$ cat config.mk
export PLATFORM = sky130hd
export DESIGN_NAME = ntt_agu_multistage
export DESIGN_NICKNAME = d
export VERILOG_FILES = /design/src/rtl/ntt_agu_multistage.sv
export SDC_FILE = /design/constraint.sdc
export NUM_CORES = 1
export LEC_CHECK = 0
export ABC_AREA = 1
export BUFFER_PORTS_ARGS = -buffer_cell sky130_fd_sc_hd__clkbuf_2
export CAP_MARGIN = 5
export CORE_MARGIN = 4
export CORE_UTILIZATION = 29
export CTS_BUF_LIST = sky130_fd_sc_hd__clkbuf_2 sky130_fd_sc_hd__clkbuf_4 sky130_fd_sc_hd__clkbuf_8
export DETAILED_ROUTE_END_ITERATION = 6
export GPL_TIMING_DRIVEN = 0
export SYNTH_ARGS = -nofsm -noshare
export SYNTH_HDL_FRONTEND = slang
export SYNTH_SLANG_ARGS = --single-unit
$ cat constraint.sdc
create_clock -name clk_i -period 3.4 [get_ports clk_i]
set_input_delay 0.51 -clock clk_i [delete_from_list [all_inputs] [get_ports clk_i]]
set_output_delay 0.51 -clock clk_i [all_outputs]
set_load 0.1 [all_outputs]
$ cat src/rtl/ntt_agu_multistage.sv
// Address generation unit for a complete N-point NTT (Cooley-Tukey) or
// INTT (Gentleman-Sande) butterfly schedule across all LOG_N stages.
// Each RUN cycle issues one butterfly read pair plus twiddle index. The same
// pair reappears as a write-back PIPE_DEPTH cycles later. A PIPE_DEPTH-cycle
// DRAIN between stages keeps a stage's last write ahead of the next stage's
// first read.
//
// Handshake: there is no back-pressure on the outputs. rd_valid_o and wr_en_o
// are qualifiers only. Whenever either one is low, its address/twiddle outputs
// are held at zero. stall_i suppresses read issue in RUN, and the butterfly
// counter holds for that cycle.
module ntt_agu_multistage #(
    parameter int LOG_N      = 8,
    parameter int PIPE_DEPTH = 4
) (
    input  logic                     clk_i,
    input  logic                     rst_ni,
    input  logic                     start_i,
    input  logic                     mode_i,
    input  logic                     stall_i,
    output logic                     busy_o,
    output logic                     done_o,
    output logic [$clog2(LOG_N)-1:0] stage_o,
    output logic                     rd_valid_o,
    output logic [LOG_N-1:0]         rd_addr_a_o,
    output logic [LOG_N-1:0]         rd_addr_b_o,
    output logic [LOG_N-1:0]         twiddle_addr_o,
    output logic                     twiddle_neg_o,
    output logic                     wr_en_o,
    output logic [LOG_N-1:0]         wr_addr_a_o,
    output logic [LOG_N-1:0]         wr_addr_b_o
);

    localparam int SW  = $clog2(LOG_N);
    localparam int BW  = LOG_N - 1;
    localparam int DCW = $clog2(PIPE_DEPTH + 1);
    localparam int LW  = 2 * LOG_N + 1;

    localparam logic [1:0] S_IDLE  = 2'd0;
    localparam logic [1:0] S_RUN   = 2'd1;
    localparam logic [1:0] S_DRAIN = 2'd2;
    localparam logic [1:0] S_DONE  = 2'd3;

    logic [1:0]     state_q;
    logic           mode_q;
    logic [SW-1:0]  stage_q;
    logic [BW-1:0]  bcnt_q;
    logic [DCW-1:0] dcnt_q;
    logic           done_q;

    logic [SW:0]      sh;
    logic [LOG_N-1:0] bx;
    logic [LOG_N-1:0] half_span;
    logic [LOG_N-1:0] grp;
    logic [LOG_N-1:0] ofs;
    logic [LOG_N-1:0] addr_a;
    logic [LOG_N-1:0] addr_b;
    logic [LOG_N-1:0] tw;

    logic [LW-1:0] line_q [PIPE_DEPTH];

    // Schedule FSM: stage and butterfly counters, inter-stage drain, done pulse
    always_ff @(posedge clk_i or negedge rst_ni) begin
        if (!rst_ni) begin
            state_q <= S_IDLE;
            mode_q  <= 1'b0;
            stage_q <= '0;
            bcnt_q  <= '0;
            dcnt_q  <= '0;
            done_q  <= 1'b0;
        end else begin
            done_q <= (state_q == S_DONE);
            case (state_q)
                S_IDLE: begin
                    if (start_i) begin
                        mode_q  <= mode_i;
                        stage_q <= '0;
                        bcnt_q  <= '0;
                        dcnt_q  <= '0;
                        state_q <= S_RUN;
                    end
                end
                S_RUN: begin
                    if (!stall_i) begin
                        if (&bcnt_q) begin
                            bcnt_q  <= '0;
                            dcnt_q  <= '0;
                            state_q <= S_DRAIN;
                        end else begin
                            bcnt_q <= bcnt_q + 1'b1;
                        end
                    end
                end
                S_DRAIN: begin
                    if (dcnt_q == DCW'(PIPE_DEPTH - 1)) begin
                        dcnt_q <= '0;
                        if (stage_q == SW'(LOG_N - 1)) begin
                            state_q <= S_DONE;
                        end else begin
                            stage_q <= stage_q + 1'b1;
                            state_q <= S_RUN;
                        end
                    end else begin
                        dcnt_q <= dcnt_q + 1'b1;
                    end
                end
                S_DONE: begin
                    state_q <= S_IDLE;
                end
                default: begin
                    state_q <= S_IDLE;
                end
            endcase
        end
    end

    // Butterfly address math. Both orderings share one form: with
    // H = 1 << sh, g = b >> sh, the pair is (g << (sh+1)) | o and that + H.
    // CT uses sh = LOG_N-1-s and GS uses sh = s.
    always_comb begin
        sh        = mode_q ? {1'b0, stage_q} : ((SW+1)'(LOG_N - 1) - {1'b0, stage_q});
        bx        = {1'b0, bcnt_q};
        half_span = LOG_N'(1) << sh;
        grp       = bx >> sh;
        ofs       = bx & (half_span - 1'b1);
        addr_a    = (grp << (sh + 1'b1)) | ofs;
        addr_b    = addr_a + half_span;
        // (N >> s) - 1 equals the all-ones mask shifted right by s
        tw        = mode_q ? (({LOG_N{1'b1}} >> stage_q) - grp)
                           : ((LOG_N'(1) << stage_q) + grp);
    end

    assign rd_valid_o     = (state_q == S_RUN) && !stall_i;
    assign rd_addr_a_o    = rd_valid_o ? addr_a : '0;
    assign rd_addr_b_o    = rd_valid_o ? addr_b : '0;
    assign twiddle_addr_o = rd_valid_o ? tw : '0;
    assign twiddle_neg_o  = rd_valid_o & mode_q;
    assign busy_o         = (state_q == S_RUN) || (state_q == S_DRAIN);
    assign done_o         = done_q;
    assign stage_o        = stage_q;

    // Write-back delay line: shifts every cycle, including stall and drain
    always_ff @(posedge clk_i or negedge rst_ni) begin
        if (!rst_ni) begin
            for (int i = 0; i < PIPE_DEPTH; i++) begin
                line_q[i] <= '0;
            end
        end else begin
            line_q[0] <= {rd_valid_o, rd_addr_a_o, rd_addr_b_o};
            for (int i = 1; i < PIPE_DEPTH; i++) begin
                line_q[i] <= line_q[i-1];
            end
        end
    end

    assign wr_en_o     = line_q[PIPE_DEPTH-1][LW-1];
    assign wr_addr_a_o = wr_en_o ? line_q[PIPE_DEPTH-1][2*LOG_N-1:LOG_N] : '0;
    assign wr_addr_b_o = wr_en_o ? line_q[PIPE_DEPTH-1][LOG_N-1:0] : '0;

endmodule

* Word level (Yosys, flattened, before mapping)
Cells that the tools add are included.
Storage, ports and cells: flip-flop bits (word level) 85, bits in latches 0, memory bits (writable) 0, ROM bits 0, input port bits 5, word-level logic and storage cells 75, memories 0
Cells by class: add/subtract/negate cells 9, $mul 0, divide/modulo/power cells 0, $lt $le $gt $ge 0, eq/ne operators 10, shift-type cells 5, muxes and demuxes 25, bitwise logic cells 3, reduce and logical (&&, ||, !) cells 13
Operator list (count):
- $mux W8 | 6
- $mux W7 | 3
- $mux W3 | 6
- $add A8 B8 Y8 | 2
- $pmux W7 S2 | 1
- $reduce_and A4 Y1 | 3
- $mux W2 | 5
- $ne A2 B2 Y1 const B | 5
- $pmux W3 S3 | 1
- $and A7 B8 Y8 | 1
- $or A8 B8 Y8 | 1
- $pmux W2 S4 | 1
- $shl A1 B3 Y8 const A | 1
- $shl A1 B4 Y8 const A | 1
- $shl A8 B4 Y8 | 1
- $shr A7 B4 Y8 | 1
- $shr A8 B3 Y8 const A | 1
- $sub A8 B1 Y8 const B | 1
- $sub A8 B8 Y8 | 1
- $add A7 B1 Y7 const B | 1
- $reduce_and A7 Y1 | 1
- $add A3 B1 Y3 const B | 2
- $pmux W3 S2 | 1
- $add A4 B1 Y4 const B | 1
- other kinds (15) | 17

* Logic depth before layout (Yosys ltp)
depth in word-level cells 8, mapped depth 24, gate-level depth less buffers 22

* Worst setup path after synthesis
OpenSTA, ideal clock, no wires.
path kind register -> output, from register state_q[1], to output port twiddle_addr_o[3], arrival 4.940 ns, required time 2.890 ns, slack -2.050 ns, stages on the path, launching flop included 9, path buffers 0, path through dfrtp_1 inv_1 ha_1 inv_1 nor2_1 inv_1 nor2_1 inv_1 o32ai_1
Between the ends: word-level cells in the longest chain between the ends 3
RTL lines:
- start: declaration | line 44 | logic [1:0] state_q;
- start signal: assignment | line 65 | state_q <= S_IDLE;
- start signal: assignment | line 80 | state_q <= S_RUN;
- start signal: assignment | line 88 | state_q <= S_DRAIN;
- $eq A2 B1 Y1 | line 133 | assign rd_valid_o = (state_q == S_RUN) && !stall_i;
- $logic_and A1 B1 Y1 | line 133
- $mux W8 | line 136 | assign twiddle_addr_o = rd_valid_o ? tw : '0;
- end: declaration | line 27 | output logic [LOG_N-1:0] twiddle_addr_o,
Every way passes these cells.

* Worst setup path in the final report
from register mode_q, to output port rd_addr_b_o[7]
Between the ends: word-level cells in the longest chain between the ends 7, elaborated cells between the ends (all ways) 10, classes of those cells 3 x add/sub; 3 x shift; 2 x mux; 2 x bitwise
RTL lines:
- start: declaration | line 45 | logic mode_q;
- start signal: assignment | line 76 | mode_q <= mode_i;
- $mux W4 * | line 121 | sh = mode_q ? {1'b0, stage_q} : ((SW+1)'(LOG_N - 1) - {1'b0, stage_q});
- $shl A1 B4 Y8 | line 123 | half_span = LOG_N'(1) << sh;
- $sub A8 B1 Y8 | line 125 | ofs = bx & (half_span - 1'b1);
- $and A7 B8 Y8 | line 125
- $or A8 B8 Y8 | line 126 | addr_a = (grp << (sh + 1'b1)) | ofs;
- $add A8 B8 Y8 * | line 127 | addr_b = addr_a + half_span;
- $mux W8 * | line 135 | assign rd_addr_b_o = rd_valid_o ? addr_b : '0;
- end: declaration | line 26 | output logic [LOG_N-1:0] rd_addr_b_o,
Mark *: on every way between the ends. The rest lies on a longest branch, timed or not.

==> results_dict.tcl <==
set metrics [dict create \
    synth-edff-count 0 \
    clock_sinks 85 \
    grt_pass1_wl_mm 19.64 \
    max-cap-violations 0 \
    final_area_um2 6899 \
    gp_congestion 0.8739 \
    grt_antenna_before_repair 0 \
    synth_top_flop_cell "dfrtp_1" \
    floorplan.initialDensity_pct 29.89 \
    dp_hpwl_mm 8.306 \
    via_per_inst 4.607 \
    rows 45 \
    synthCells 527 \
    drtIter0Drc 188 \
    synth_area_leaders "dfrtp_1 (46%), ha_1 (10%), nand2_1 (9.3%)" \
    fin_hold_ws_ns 0.1080 \
    die-width_um 133.6 \
    dpl_worst_slack_ns -0.8143 \
    worstMarginPinSlew_ns 0.5715 \
    routed_wirelength_mm 11.72 \
    criticalPathCategory "reg2out" \
    clockBufferDepth 2 \
    grt_max_degree 58 \
    cts_root_buf "clkbuf_8" \
    path_clk_slew_ns 0.09 \
    fin_ws_ns -0.5575 \
    status "finished with violations" \
    synthDistinctLibCells 44 \
    yosysTopAreaCell "dfrtp_1" \
    yosysWarnings 0 \
    drtPass1Iterations 4 \
    diodes 0 \
    nFillCells 1488 \
    dieHeight_um 133.6 \
    vias 3939 \
    fin_cells 855 \
    ys_ff_latch 85 \
    yosysSeqAreaShare_pct 46.46 \
    insertion_delay_ns 0.36 \
    rsz0062_at_grt "yes" \
    finalHoldViolCount 0 \
    critPathMaxFanout 8 \
    critPathRequiredTime_ns 2.89 \
    hold_path_class "in2async" \
    io_pins 53 \
    skew_ns 0.01208 \
    drc 0 \
    setup_viol 11 \
    grt-ovfl-total 0 \
    synth.top_cell.area_share_pct 46.46 \
    dpl-instance-area_um2 5459 \
    fmax_mhz 252.7 \
    worstPathArrival_ns 3.45 \
    drive_gt1_share_pct 42.08 \
    period_needed_ns 3.957 \
    fin_crit_sh_pct 116.4 \
    die_area_um2 17860 \
    synth-async-reset-ratio_pct 100.0 \
    slew_viol_final 0 \
    cts_buffers 9 \
    grt_pass1_vias 3971 \
    nNetsFinal 682 \
    groute.usage.overall_pct 13.66 \
    routedWlPerCell_um 13.71 \
    yosysMostFrequentCell "nand2_1" \
    synth_fp_nets 570 \
    cts_tree "built" \
    ant_nets 0 \
    relSlewSlack_pct 62.06 \
    area_growth_syn_to_layout_pct 50.70 \
    violations "setup timing" \
    hold_buffers 0 \
    avgSynthCellArea_um2 8.687 \
    cp-start-kind "register" \
    dp_cells 791 \
    endpoint_kind "output pin" \
    ys_top_cells_by_count "nand2_1 (114), dfrtp_1 (85), inv_1 (68)" \
    ctsHtreeMaxLevel 3 \
    core-area_um2 15310 \
    port_buffers 52 \
    syn_area_um2 4578 \
]
-- state kept, by name, summed over array words and instances, names as in the netlist --
register / cells
wr_en_o: 1
done_o: 1
bcnt_q: 7
stage_o: 3
line_q: 67
state_q: 2
dcnt_q: 3
mode_q: 1
-- path summary, 6_finish.rpt --
check	start	end	slack, ns	cells past startpoint
max reg2reg	mode_q$_DFFE_PN0P_	line_q[58]$_DFF_PN0_	0.43	19
min	rst_ni	line_q[28]$_DFF_PN0_	0.11	1
max	mode_q$_DFFE_PN0P_	rd_addr_b_o[7]	-0.56	19
min in group clk_i	line_q[58]$_DFF_PN0_	line_q[41]$_DFF_PN0_	0.35	0
min reg2reg	line_q[58]$_DFF_PN0_	line_q[41]$_DFF_PN0_	0.35	0
max in group asynchronous	rst_ni	line_q[51]$_DFF_PN0_	2.70	2
-- critical path: stages (launching register included) --
cell,delay (ns)
dfrtp_1,0.41
buf_12,0.16
inv_8,0.07
buf_12,0.10
nand2_8,0.06
nand2_8,0.12
nor2_4,0.06
ha_4,0.30
inv_2,0.07
nand2_1,0.09
o21ai_0,0.11
o21ai_2,0.20
nand2_2,0.10
ha_4,0.24
nand2_1,0.11
inv_2,0.06
a221oi_4,0.32
a21oi_2,0.11
nor2_4,0.16
clkbuf_16,0.21
-- cells by family after synthesis --
logic type / share of synthesized area [%]
AO/OA/AOI/OAI: 9.921
XOR/XNOR: 1.722
adder cells (fa/ha/maj): 10.55
buffers and inverters: 8.007
flip-flops: 46.46
AND/OR/NAND/NOR: 23.34
-- stage by stage --
step	utilization, %	setup TNS, ns
2_1_floorplan	-	-4.125
3_3_place_gp	35.45	-3.909
3_5_place_dp	35.65	-3.945
4_1_cts	43.17	-3.689
5_1_grt	45.05	-6.274
6_report	45.05	-3.953
-- layer usage --
layer  wire length [µm]  track usage [%]  vias up
li1                   -                -     1931
met1               5074            17.12     1889
met2               5816            22.74      100
met3                565            3.059       19
met4                267            5.771        0
met5                  0                0        -
-- repair_timing --
action / in CTS / in global routing
gates resized for setup: 125 / 61
setup endpoints to repair: 20 / 22
cloned: 1 / 0
pin swaps: 33 / 19
setup buffers: 38 / 9
-- cell usage in the layout (no fill, tap or decap), types with 11 or more instances in the layout --
cell,n
nand2_1,92
dfrtp_1,82
inv_1,61
buf_4,39
clkbuf_2,30
nor2_1,29
nand3_1,28
ha_1,25
nand2_2,21
nand2_4,14
o21ai_0,14
a21oi_2,13
nand3_2,12
a21oi_1,12
clkbuf_16,12
nor2_4,11
buf_6,11
-- cell type report --
type	instances	area [µm²]	area share, %
plain buffers	11	108.9	1.578
clock buffers	10	131.4	1.904
clock inverters	6	96.34	1.396
inverters	75	306.5	4.443
multi-input cells	357	2850	41.31
flip-flops and latches	85	2138	30.99
well taps	211	264.0	3.827
repair buffers	100	1003	14.54
Power is left out: the tool's default activity adds up to more than one toggle a clock period on the data nets, which glitch-free logic cannot reach.
